**config.mk**
```make
export PLATFORM = sky130hd
export DESIGN_NAME = dct_mult8
export DESIGN_NICKNAME = d
export VERILOG_FILES = /design/src/rtl/dct_pkg.sv /design/src/rtl/dct_coef_rom.sv /design/src/rtl/dct_mult8.sv
export SDC_FILE = /design/constraint.sdc
export NUM_CORES = 1
export LEC_CHECK = 0
export ABC_CLOCK_PERIOD_IN_PS = 11700
export CAP_MARGIN = 20
export CORE_MARGIN = 4
export CORE_UTILIZATION = 62
export CTS_CLUSTER_SIZE = 12
export DETAILED_ROUTE_END_ITERATION = 16
export PLACE_DENSITY_LB_ADDON = 0.3
export SYNTH_ARGS = -nofsm -noshare
export SYNTH_HDL_FRONTEND = slang
export SYNTH_SLANG_ARGS = --single-unit
```
**constraint.sdc**
```tcl
create_clock -name clk -period 11.7 [get_ports clk]
set_input_delay 1.755 -clock clk [delete_from_list [all_inputs] [get_ports clk]]
set_output_delay 1.755 -clock clk [all_outputs]
set_load 0.03 [all_outputs]
```
**src/rtl/dct_pkg.sv**
```systemverilog
// Shared widths, FSM state type and 8x8 DCT coefficient table for the DCT multiplier stage.
package dct_pkg;
  localparam int unsigned PIX_W   = 8;
  localparam int unsigned PROD_W  = 14;
  localparam int unsigned COEF_W  = 6;
  localparam int unsigned ROW_LEN = 8;
  localparam int unsigned X_W     = PIX_W + 1;
  localparam int unsigned K_W     = $clog2(ROW_LEN);

  typedef logic signed [COEF_W-1:0] coef_t;
  typedef logic signed [X_W-1:0]    samp_t;
  typedef logic signed [PROD_W-1:0] prod_t;

  typedef enum logic {ST_IDLE, ST_RUN} state_t;

  // C[k][i] = round(31 * a(k) * cos((2i+1) k pi / 16)), a(0) = 1/sqrt(2), a(k>0) = 1
  localparam coef_t COEF_TAB [ROW_LEN][ROW_LEN] = '{
    '{ 6'sd22,  6'sd22,  6'sd22,  6'sd22,  6'sd22,  6'sd22,  6'sd22,  6'sd22},
    '{ 6'sd30,  6'sd26,  6'sd17,  6'sd6,  -6'sd6,  -6'sd17, -6'sd26, -6'sd30},
    '{ 6'sd29,  6'sd12, -6'sd12, -6'sd29, -6'sd29, -6'sd12,  6'sd12,  6'sd29},
    '{ 6'sd26, -6'sd6,  -6'sd30, -6'sd17,  6'sd17,  6'sd30,  6'sd6,  -6'sd26},
    '{ 6'sd22, -6'sd22, -6'sd22,  6'sd22,  6'sd22, -6'sd22, -6'sd22,  6'sd22},
    '{ 6'sd17, -6'sd30,  6'sd6,   6'sd26, -6'sd26, -6'sd6,   6'sd30, -6'sd17},
    '{ 6'sd12, -6'sd29,  6'sd29, -6'sd12, -6'sd12,  6'sd29, -6'sd29,  6'sd12},
    '{ 6'sd6,  -6'sd17,  6'sd26, -6'sd30,  6'sd30, -6'sd26,  6'sd17, -6'sd6 }
  };
endpackage

```
**src/rtl/dct_coef_rom.sv**
```systemverilog
// Combinational lookup of the eight coefficients for DCT index k.
module dct_coef_rom
  import dct_pkg::*;
(
  input  logic [K_W-1:0] k,
  output coef_t          coef [ROW_LEN]
);

  // Select one row of the coefficient table
  always_comb begin
    for (int unsigned i = 0; i < ROW_LEN; i++) begin
      coef[i] = COEF_TAB[k][i];
    end
  end

endmodule

```
**src/rtl/dct_mult8.sv**
```systemverilog
// Row loader plus 8-way coefficient multiplier feeding an 8-input DCT adder.
// A row of 8 pixels is double-buffered; each row yields 8 product sets (k = 0..7).
module dct_mult8
  import dct_pkg::*;
(
  input  logic              clk,
  input  logic              rst,
  input  logic [PIX_W-1:0]  pix,
  input  logic              pix_valid,
  output logic              pix_ready,
  input  logic              stall,
  output logic [PROD_W-1:0] n0,
  output logic [PROD_W-1:0] n1,
  output logic [PROD_W-1:0] n2,
  output logic [PROD_W-1:0] n3,
  output logic [PROD_W-1:0] n4,
  output logic [PROD_W-1:0] n5,
  output logic [PROD_W-1:0] n6,
  output logic [PROD_W-1:0] n7,
  output logic [K_W-1:0]    k_out,
  output logic              out_valid
);

  localparam logic [K_W-1:0] K_MAX = K_W'(ROW_LEN - 1);

  samp_t          ld_buf [ROW_LEN];
  samp_t          cb     [ROW_LEN];
  logic [K_W-1:0] ld_cnt;
  logic           full;
  state_t         state, state_nx;
  logic [K_W-1:0] k, k_nx;
  coef_t          coef   [ROW_LEN];
  prod_t          prod   [ROW_LEN];
  prod_t          prod_q [ROW_LEN];
  samp_t          x_in;
  logic           accept, last_pix, can_xfer, xfer;

  assign x_in      = $signed({1'b0, pix} - 9'd128);
  assign pix_ready = !full;
  assign accept    = pix_valid && !full;
  assign last_pix  = accept && (ld_cnt == K_MAX);
  assign can_xfer  = (state == ST_IDLE) || ((k == K_MAX) && !stall);
  // A waiting full row and a freshly completed row are mutually exclusive
  assign xfer      = can_xfer && (full || last_pix);

  dct_coef_rom u_rom (
    .k    (k),
    .coef (coef)
  );

  // Load buffer: collect pixels, park a completed row while compute is busy
  always_ff @(posedge clk or posedge rst) begin
    if (rst) begin
      ld_cnt <= '0;
      full   <= 1'b0;
      for (int unsigned i = 0; i < ROW_LEN; i++) ld_buf[i] <= '0;
    end else begin
      if (accept) begin
        ld_buf[ld_cnt] <= x_in;
        ld_cnt         <= ld_cnt + 1'b1;
      end
      if (last_pix && !can_xfer) full <= 1'b1;
      else if (xfer)             full <= 1'b0;
    end
  end

  // Compute buffer: the 8th pixel bypasses the load buffer on a direct transfer
  always_ff @(posedge clk or posedge rst) begin
    if (rst) begin
      for (int unsigned i = 0; i < ROW_LEN; i++) cb[i] <= '0;
    end else if (xfer) begin
      for (int unsigned i = 0; i < ROW_LEN; i++) begin
        cb[i] <= (last_pix && (i == ROW_LEN - 1)) ? x_in : ld_buf[i];
      end
    end
  end

  // Compute FSM state register
  always_ff @(posedge clk or posedge rst) begin
    if (rst) begin
      state <= ST_IDLE;
      k     <= '0;
    end else begin
      state <= state_nx;
      k     <= k_nx;
    end
  end

  // Compute FSM next state: step k while not stalled, restart on back-to-back rows
  always_comb begin
    state_nx = state;
    k_nx     = k;
    unique case (state)
      ST_IDLE: begin
        if (xfer) begin
          state_nx = ST_RUN;
          k_nx     = '0;
        end
      end
      ST_RUN: begin
        if (!stall) begin
          if (k == K_MAX) begin
            k_nx     = '0;
            state_nx = xfer ? ST_RUN : ST_IDLE;
          end else begin
            k_nx = k + 1'b1;
          end
        end
      end
      default: state_nx = ST_IDLE;
    endcase
  end

  // Products are exact in 14 bits: |x| <= 128, |C| <= 31
  always_comb begin
    for (int unsigned i = 0; i < ROW_LEN; i++) begin
      prod[i] = prod_t'(cb[i]) * prod_t'(coef[i]);
    end
  end

  // Output registers: frozen under stall, valid only while running
  always_ff @(posedge clk or posedge rst) begin
    if (rst) begin
      for (int unsigned i = 0; i < ROW_LEN; i++) prod_q[i] <= '0;
      k_out     <= '0;
      out_valid <= 1'b0;
    end else if (!stall) begin
      if (state == ST_RUN) begin
        for (int unsigned i = 0; i < ROW_LEN; i++) prod_q[i] <= prod[i];
        k_out     <= k;
        out_valid <= 1'b1;
      end else begin
        out_valid <= 1'b0;
      end
    end
  end

  assign n0 = prod_q[0];
  assign n1 = prod_q[1];
  assign n2 = prod_q[2];
  assign n3 = prod_q[3];
  assign n4 = prod_q[4];
  assign n5 = prod_q[5];
  assign n6 = prod_q[6];
  assign n7 = prod_q[7];

endmodule

```
==> results by group, run 1 <==
Status
  • Run status: finished clean

Worst setup path
  • Most used cell, CP: inv_1
  • Slowest CP cell: ha_1
  • Worst EP required: 12.17 ns
  • Crit Path Max Fanout: 18
  • Startpoint Class: flop
  • Critical path arrival: 7.00 ns
  • CP bufs+invs: 6
  • Crit path kind: flop to flop
  • Critical Path Max Stage Delay: 0.72 ns
  • Crit path capture type: flop
  • CP delay by family, top: adder cells
  • Crit path cell chain: inv_1 > ha_1 > inv_1 > nor2_1 > a21oi_1 > and2_1 > fa_1 > inv_1 > fa_1 > inv_1 > fa_1 > inv_1 > fa_1 > inv_1 > ha_1 > a21oi_1 > nor2_1 > o31a_1 > o21a_1 > o21a_1 > o31ai_1

Clock tree
  • TritonCTS Buffers: 29
  • Hold Buf Count CTS: 0
  • Post-CTS setup buffer count: 0
  • Max Root-Sink Buffers: 3
  • Htree depth: 1
  • Root Driver: clkbuf_16
  • Num Clock Sinks: 252
  • Clk Latency, worst-skew pair: 0.57 ns
  • Resized cells post-CTS: 0
  • CTS tree: built
  • Clock transition at the registers of the reported paths: 0.06 ns

Detailed routing
  • First drt pass iteration count: 5
  • Wire per inst: 17.7 um
  • Routed WL: 50.9 mm
  • First-iteration detailed-routing DRC count: 1,012
  • Antenna-violating nets left: 0
  • # DRC: 0
  • Vias per cell: 5.64
  • Vias post-DR: 16,200

Cells and area
  • Fillers: 2,692
  • Final Instance Area: 0.0257 mm^2
  • Share of cells above drive strength 1: 6.29%
  • Final #Nets: 2,866
  • Area Growth Syn to Fin: 12.0%
  • Final Instance Count excl. Fillers: 2,871

Yosys
  • Gate Count Post-Synth: 2,267
  • Syn avg cell area: 10.1 um^2
  • Share of the synthesized area in the top cell type: 27.5%
  • Yosys reg bits: 252
  • Synth warn: 0
  • Top post-synthesis cells by count: inv_1, nand2_1, fa_1, dfrtp_1, ha_1
  • Asr flop ratio synth: 100%
  • Yosys top cell by area: dfrtp_1
  • Top-count cell post-synth: inv_1
  • Yosys cell types: 62
  • Ranking of synthesized cells by area: dfrtp_1, fa_1, ha_1
  • Top_reg_cell synth: dfrtp_1
  • Post-synthesis sequential area ratio: 27.5%
  • Mapped Area: 0.0230 mm^2
  • Synth Net Count: 2,753
  • Post-synth EDFFs: 0

STA
  • Max-slew headroom: 36.9%
  • Slew Viols, Final: 0
  • Final period util: 55.8%
  • Clock Skews: 0.0164 ns
  • Fin crit period: 6.53 ns
  • Final hold violation count: 0
  • Peak Freq: 0.153 GHz
  • Setup TNS: 0 ns
  • RSZ-0062 raised after global routing: no
  • Final Setup Violations: 0
  • Measured slew at the worst slew-check pin: 0.946 ns

Global route
  • Largest net degree at the start of global routing: 128
  • GRT Overall Usage: 26.0%
  • Antenna violations before repair: 1
  • Total grt overflow: 0
  • First-pass GRT wire length: 87.0 mm
  • Vias in the first global route: 17,400

Placed design
  • Dpl hpwl: 38.4 mm
  • PortBufs: 128
  • Placed instance area: 0.0247 mm^2
  • Placed insts: 2,816
  • Routability cong.: 0.892

Die
  • Die Y: 200 um
  • Total I/O pin count: 129
  • # rows: 70
  • DIE WIDTH: 200 um
  • Initial Util: 62.8%
  • Core footprint: 0.0365 mm^2
  • Die area: 0.0402 mm^2

Min path
  • Worst min path class: flop to flop

Job
  • Max cap viols: 0
==> worst register-to-register path, delay by kind of cell (launching register included) <==
| family | cells | cell delay [ns] |
|---|---|---|
| buf+inv | 6 | 0.92 |
| compound gates | 6 | 1.26 |
| flops | 1 | 0.56 |
| fa+ha+maj | 6 | 3.03 |
| simple gates | 3 | 0.64 |
==> registers in the layout, summed over array words and instances (netlist names) <==
| register | count |
|---|---|
| n1 | 14 |
| k | 3 |
| n5 | 14 |
| ld_buf | 64 |
| n7 | 14 |
| cb | 64 |
| state | 1 |
| n6 | 14 |
| n2 | 14 |
| n4 | 14 |
| k_out | 3 |
| out_valid | 1 |
| ld_cnt | 3 |
| n3 | 14 |
| full | 1 |
| n0 | 14 |
==> cell usage in the layout (no fill, tap or decap), types with 6 or more instances in the layout <==
| cell type | count |
|---|---|
| xor2_1 | 29 |
| o31ai_1 | 24 |
| a22o_1 | 6 |
| and3_1 | 30 |
| a211oi_1 | 8 |
| o21a_1 | 29 |
| nand3_1 | 11 |
| mux2_1 | 56 |
| xnor2_1 | 48 |
| clkbuf_8 | 11 |
| mux2_2 | 61 |
| fa_1 | 263 |
| ha_1 | 211 |
| dfrtp_1 | 251 |
| and2_1 | 156 |
| buf_4 | 10 |
| or2_2 | 10 |
| nor2_1 | 94 |
| nor3_1 | 26 |
| nand2b_1 | 17 |
| clkdlybuf4s50_1 | 128 |
| inv_1 | 291 |
| o21ai_0 | 86 |
| nand2_1 | 272 |
| clkbuf_16 | 29 |
| a21o_1 | 9 |
| o21bai_1 | 11 |
| a21oi_1 | 59 |
| mux2i_1 | 11 |
| nor2b_1 | 72 |
| or3_1 | 6 |
==> metrics by stage <==
stage	hold slack (ns)	utilization [%]	setup slack, ns
floorplan	0.446	-	3.02
global placement	0.459	67.5	5.49
detailed placement	0.461	67.5	5.18
CTS	0.477	70.4	5.17
global route	0.491	70.4	4.66
finish	0.471	70.4	5.17
==> routing by layer <==
layer	track usage [%]	share of wire (%)	up-vias	wire length, um
met2	44.9	50	370	25200
met5	0	0	-	0
li1	-	-	7542	-
met3	3.17	5.2	84	2650
met1	35.5	43	8185	21800
met4	6.19	2.3	0	1150
==> final timing paths <==
kind / from / to / slack, ns / cells after the start
setup reg to reg: k[0]$_DFFE_PP0P_ / n6[11]$_DFFE_PP0P_ / 5.17 / 21
min in group asynchronous: rst / n7[9]$_DFFE_PP0P_ / 1.72 / 2
hold / removal: n3[2]$_DFFE_PP0P_ / n3[2]$_DFFE_PP0P_ / 0.47 / 2
max in group asynchronous: rst / ld_cnt[0]$_DFFE_PP0P_ / 8.47 / 3
hold reg to reg: n3[2]$_DFFE_PP0P_ / n3[2]$_DFFE_PP0P_ / 0.47 / 2
setup / recovery: k[0]$_DFFE_PP0P_ / n6[11]$_DFFE_PP0P_ / 5.17 / 21
==> area by class of cell <==
type / instances / area [um^2] / share of cell area, %
Sequential cell: 252 / 6310 / 24.5
Tap cell: 468 / 586 / 2.28
Antenna cell: 1 / 2.50 / 0.00973
Clock inverter: 10 / 158 / 0.613
Clock buffer: 43 / 888 / 3.45
Multi-Input combinational cell: 1662 / 15300 / 59.4
Inverter: 295 / 1110 / 4.34
Timing Repair Buffer: 140 / 1380 / 5.38
==> cells by family after synthesis <==
| family | after synthesis | synth area share [%] |
|---|---|---|
| AND/OR/NAND/NOR | 712 | 15.5 |
| multiplexers | 128 | 6.22 |
| flip-flops | 252 | 27.5 |
| XOR/XNOR | 77 | 2.94 |
| adder cells (fa/ha/maj) | 474 | 34.4 |
| AO/OA/AOI/OAI | 271 | 7.43 |
| buffers and inverters | 353 | 6.04 |
Power of run 1 is not shown: default switching activity piles up to over one toggle a cycle in this logic, so the estimate is an artifact.
==> inputs of run 2 (changes only) <==
--- a/config.mk
+++ b/config.mk
@@ -5,10 +5,10 @@
 export SDC_FILE = /design/constraint.sdc
 export NUM_CORES = 1
 export LEC_CHECK = 0
-export ABC_CLOCK_PERIOD_IN_PS = 11700
+export ABC_CLOCK_PERIOD_IN_PS = 5300
 export CAP_MARGIN = 20
 export CORE_MARGIN = 4
-export CORE_UTILIZATION = 62
+export CORE_UTILIZATION = 56
 export CTS_CLUSTER_SIZE = 12
 export DETAILED_ROUTE_END_ITERATION = 16
 export PLACE_DENSITY_LB_ADDON = 0.3
==> constraint.sdc (replaced) <==
create_clock -name clk -period 5.3 [get_ports clk]
set_input_delay 0.795 -clock clk [delete_from_list [all_inputs] [get_ports clk]]
set_output_delay 0.795 -clock clk [all_outputs]
set_load 0.03 [all_outputs]
==> run 2 against run 1 <==
Critical path depth stayed put. Flip-flop and latch count stayed put. Final area is 1.7% higher. Maximum frequency is 28% higher. Worst hold slack better by 0.00091 ns. Final cell count is 3.5% higher. Sequential share of layout area is 0.42 points lower. Wire length is 0.85% higher. Global-route usage is 2.0 points lower. Register-to-register slack worse by 5.0 ns.
==> results by group, run 2 (synthesized netlist as in run 1, its figures left out) <==
Global route
  • First-pass GRT wire length: 87.7 mm
  • Largest net degree at the start of global routing: 140
  • Antenna violations before repair: 0
  • GRT Overall Usage: 23.9%
  • Vias in the first global route: 17,400
  • Total grt overflow: 0

Worst setup path
  • Reg2Reg Launch Point: k[0]$_DFFE_PP0P_
  • FF-to-FF setup slack: 0.18 ns
  • Critical path arrival: 5.61 ns
  • Crit path capture type: flop
  • Capturing point of the worst reg2reg path: n2[11]$_DFFE_PP0P_
  • Startpoint Class: flop
  • Worst EP required: 5.80 ns
  • Cell count of the worst reg-to-reg path: 21
  • Crit path kind: flop to flop
  • Worst Setup SP: k[0]$_DFFE_PP0P_
  • Crit Path Max Fanout: 5

Cells and area
  • Commonest non-fill, non-tap cell in the layout: inv_1
  • Ant. Diodes: 0
  • Final Instance Area: 0.0262 mm^2
  • Biggest regs: cb: 64 flops, ld_buf: 64 flops
  • Most frequent cells in the layout: inv_1, nand2_1, fa_1
  • Area Growth Syn to Fin: 14.0%
  • Final Instance Count excl. Fillers: 2,972
  • Final #Nets: 2,912
  • Share of cells above drive strength 1: 8.66%

Detailed routing
  • First drt pass iteration count: 5
  • # DRC: 0
  • Wire per inst: 17.3 um
  • First-iteration detailed-routing DRC count: 946
  • Vias post-DR: 16,300
  • Routed WL: 51.3 mm
  • Antenna-violating nets left: 0
  • Vias per cell: 5.47

Min path
  • Hold Crit Endpoint: n6[4]$_DFFE_PP0P_
  • Worst min path class: flop to flop
  • Hold path depth: 2
  • Hold path startpoint: n6[4]$_DFFE_PP0P_

Placed design
  • PortBufs: 128
  • Placed instance area: 0.0251 mm^2
  • Routability cong.: 0.874
  • Dpl hpwl: 39.5 mm
  • Placed insts: 2,916

STA
  • Final Setup Violations: 0
  • Measured slew at the worst slew-check pin: 1.00 ns
  • Final period util: 96.5%
  • RSZ-0062 raised after global routing: yes
  • Peak Freq: 0.195 GHz
  • Clock Skews: 0.0171 ns
  • Final hold violation count: 0
  • Slew Viols, Final: 0
  • Fin crit period: 5.12 ns
  • Max-slew headroom: 33.3%

Die
  • Die area: 0.0443 mm^2
  • DIE WIDTH: 210 um
  • Core footprint: 0.0401 mm^2
  • Initial Util: 57.2%
  • Total I/O pin count: 129
  • # rows: 73
  • Die Y: 210 um

Clock tree
  • Clk Latency, worst-skew pair: 0.58 ns
  • Num Clock Sinks: 252
  • CTS tree: built
  • Root Driver: clkbuf_16
  • Max Root-Sink Buffers: 3
  • Clock transition at the registers of the reported paths: 0.06 ns
  • Htree depth: 1
  • Hold Buf Count CTS: 0
  • TritonCTS Buffers: 30

Status
  • Run status: finished clean

Job
  • Max cap viols: 0
run 2: changes by cell type in the layout (fill, tap and decap cells not counted), sizes merged:
cell      delta
diode        -1
clkinv       +1
clkinvlp     +5
buf         +46
clkbuf       -2
inv          -2
bufinv       -3
run 2: stage by stage:
| stage | hold slack [ns] | utilization, % | setup WS (ns) | TNS, ns |
|---|---|---|---|---|
| floorplan | 0.446 | - | -0.00807 | -0.00807 |
| global placement | 0.459 | 62.6 | 0.211 | 0 |
| detailed placement | 0.462 | 62.6 | 0.0626 | 0 |
| CTS | 0.478 | 65.1 | 0.0608 | 0 |
| global route | 0.490 | 65.2 | -0.0350 | -0.0545 |
| finish | 0.472 | 65.2 | 0.184 | 0 |
run 2: cell type report:
cell class / instances / area, um^2
fillers: 3133 / 13900
well taps: 525 / 657
repair buffers: 185 / 1750
flip-flops and latches: 252 / 6310
multi-input cells: 1662 / 15300
clock buffers: 42 / 876
clock inverters: 11 / 116
inverters: 295 / 1110
run 2: metal layers:
metal	part of all wire [%]	vias up	wire length, um	GRT usage [%]
li1	-	7641	-	-
met1	44	8204	22500	32.4
met2	49	342	25400	41.3
met3	4.3	84	2200	2.96
met4	2.4	0	1250	6.35
met5	0	-	0	0
run 2: how the worst max path moves through the flow:
stage                         end  slack (ns)  depth (start not counted)
2_1_floorplan  n4[12]$_DFFE_PP0P_      -0.008                         23
3_3_place_gp   n6[11]$_DFFE_PP0P_        0.21                         21
3_5_place_dp   n6[11]$_DFFE_PP0P_        0.06                         21
4_1_cts        n6[11]$_DFFE_PP0P_        0.06                         21
5_1_grt        n2[11]$_DFFE_PP0P_       -0.03                         21
6_report       n2[11]$_DFFE_PP0P_        0.18                         21
run 2: critical path, cell delays in order, from the launching register on:
cell	delay (ns)
dfrtp_1	0.43
inv_2	0.10
ha_4	0.31
clkinv_2	0.05
nor2_1	0.13
a21oi_1	0.11
and2_4	0.19
fa_1	0.51
inv_1	0.06
fa_1	0.54
inv_1	0.05
fa_1	0.48
inv_1	0.05
fa_1	0.55
inv_1	0.05
ha_1	0.29
a21oi_2	0.18
nor2_1	0.08
o31a_1	0.28
o21a_1	0.20
o21a_1	0.18
o31ai_2	0.20
run 2: repair_timing:
item | in CTS | in global routing
pin swaps | 0 | 3
hold endpoints to repair | 0 | 0
gates resized for setup | 1 | 15
gates cloned | 0 | 0
setup buffers | 0 | 3
endpoints found under the setup margin | 1 | 14
Power of run 2 is left out for the same reason.
==> inputs of run 3 (changes only) <==
--- a/config.mk
+++ b/config.mk
@@ -9,8 +9,9 @@
 export CAP_MARGIN = 20
 export CORE_MARGIN = 4
 export CORE_UTILIZATION = 56
-export CTS_CLUSTER_SIZE = 12
+export CTS_CLUSTER_SIZE = 8
 export DETAILED_ROUTE_END_ITERATION = 16
+export GPL_TIMING_DRIVEN = 0
 export PLACE_DENSITY_LB_ADDON = 0.3
 export SYNTH_ARGS = -nofsm -noshare
 export SYNTH_HDL_FRONTEND = slang
==> run 3 against run 2 <==
Flip-flop and latch count did not move. Sequential share of layout area fell by 0.87 points. Global-route usage rose by 3.8 points. Final area rose by 3.8%. Worst hold slack improved by 0.00097 ns. Highest routed layer unchanged. First-iteration DRC count rose by 11%.
==> results by group, run 3 (synthesized netlist as in run 1, its figures left out) <==
Global route
  • Vias in the first global route: 18,200
  • First-pass GRT wire length: 97.3 mm
  • Antenna violations before repair: 2
  • Largest net degree at the start of global routing: 44
  • Total grt overflow: 0
  • GRT Overall Usage: 27.7%

Detailed routing
  • Wire per inst: 20.0 um
  • First-iteration detailed-routing DRC count: 1,053
  • Antenna-violating nets left: 0
  • Routed WL: 60.5 mm
  • Vias per cell: 5.65
  • # DRC: 0
  • Vias post-DR: 17,100
  • First drt pass iteration count: 6

STA
  • Slew Viols, Final: 0
  • Peak Freq: 0.189 GHz
  • RSZ-0062 raised after global routing: yes
  • Final period util: 100%
  • Max-slew headroom: 24.1%
  • Fin crit period: 5.30 ns
  • Clock Skews: 0.0119 ns
  • Measured slew at the worst slew-check pin: 1.14 ns
  • Final Setup Violations: 0
  • Final hold violation count: 0

Die
  • Initial Util: 57.2%
  • # rows: 73
  • Total I/O pin count: 129
  • DIE WIDTH: 210 um
  • Die area: 0.0443 mm^2
  • Die Y: 210 um
  • Core footprint: 0.0401 mm^2

Clock tree
  • TritonCTS Buffers: 38
  • Max Root-Sink Buffers: 3
  • Root Driver: clkbuf_16
  • Num Clock Sinks: 252
  • Clk Latency, worst-skew pair: 0.55 ns
  • CTS tree: built
  • Clock transition at the registers of the reported paths: 0.05 ns
  • Hold Buf Count CTS: 0
  • Htree depth: 2

Worst setup path
  • Crit path cell chain: buf_6 > inv_4 > ha_4 > buf_8 > clkinvlp_4 > nor2_4 > a21oi_4 > and2_4 > fa_1 > inv_2 > fa_1 > inv_2 > fa_1 > inv_2 > fa_1 > buf_4 > buf_6 > fa_2 > nor2b_2 > o21ai_2 > a21oi_2 > o21a_1 > nor3_2 > o31ai_1
  • Startpoint Class: flop
  • Worst EP required: 5.74 ns
  • Crit path capture type: flop
  • FF-to-FF setup slack: 0.0005 ns
  • Crit path kind: flop to flop
  • Critical Path Max Stage Delay: 0.53 ns
  • CP delay by family, top: adder cells
  • Slowest CP cell: fa_1
  • Most used cell, CP: fa_1
  • Crit Path Max Fanout: 7
  • CP bufs+invs: 9
  • Critical path arrival: 5.74 ns

Cells and area
  • Area Growth Syn to Fin: 18.3%
  • Commonest non-fill, non-tap cell in the layout: inv_1
  • Final #Nets: 2,978
  • Most frequent cells in the layout: inv_1, nand2_1, fa_1
  • Biggest regs: cb: 64 flops, ld_buf: 64 flops
  • Share of cells above drive strength 1: 12.8%
  • Final Instance Count excl. Fillers: 3,024
  • Ant. Diodes: 0

Placed design
  • Dpl hpwl: 45.3 mm
  • Placed insts: 2,928
  • PortBufs: 127
  • Routability cong.: 0.889

Job
  • Max cap viols: 0

Min path
  • Worst min path class: flop to flop

Status
  • Run status: finished clean
-- run 3: cell count changes in the layout (fill, tap and decap cells not counted), sizes merged --
cell and delta:
clkinvlp -3, clkdlybuf4s50 -1, clkinv -3, clkbuf +30, buf +30, bufinv -1
-- run 3: repair_timing --
action | in CTS | in global routing
setup buffers | 22 | 31
pin swaps | 8 | 46
setup endpoints to repair | 66 | 38
resized for setup | 85 | 102
-- run 3: final timing paths --
check | startpoint | endpoint | depth (start not counted)
worst max-delay path | k[0]$_DFFE_PP0P_ | n6[10]$_DFFE_PP0P_ | 24
worst min-delay path | n2[4]$_DFFE_PP0P_ | n2[4]$_DFFE_PP0P_ | 2
worst max register to register | k[0]$_DFFE_PP0P_ | n6[10]$_DFFE_PP0P_ | 24
worst min register to register | n2[4]$_DFFE_PP0P_ | n2[4]$_DFFE_PP0P_ | 2
max in group asynchronous | rst | n5[10]$_DFFE_PP0P_ | 5
min in group asynchronous | rst | n1[7]$_DFFE_PP0P_ | 2
-- run 3: layout make-up --
| cell class | instances | area, um^2 |
|---|---|---|
| Inverter | 295 | 1130 |
| Timing Repair Buffer | 188 | 1870 |
| Sequential cell | 252 | 6310 |
| Tap cell | 525 | 657 |
| Fill cell | 3009 | 12900 |
| Buffer | 55 | 355 |
| Multi-Input combinational cell | 1662 | 15800 |
| Clock inverter | 4 | 38.8 |
| Clock buffer | 43 | 1010 |
-- run 3: tightest hold or removal path: stages, from the launching register on --
cell     delay (ns)
dfrtp_1        0.34
nand2_1        0.05
nand2_1        0.05
-- run 3: stage by stage --
stage | hold slack [ns] | utilization, % | setup slack, ns | TNS, ns | area [um^2]
after global placement | 0.459 | 62.1 | -0.942 | -188.74 | 24900
final | 0.473 | 67.7 | 0.000532 | 0 | 27100
after floorplan | 0.446 | - | -0.00807 | -0.00807 | 23000
after CTS | 0.477 | 66.4 | -0.00218 | -0.00218 | 26600
after global routing | 0.491 | 67.7 | -0.166 | -0.979 | 27100
after detailed placement | 0.466 | 62.5 | -0.993 | -35.12 | 25100
-- run 3: layer usage --
metal | vias up | wire length [um] | global-route usage, %
met1 | 8686 | 25000 | 36.2
met4 | 0 | 2790 | 11.4
met3 | 151 | 3770 | 5.57
met5 | - | 0 | 0
met2 | 497 | 28900 | 45.6
li1 | 7757 | - | -
Power of run 3 is left out for the same reason.
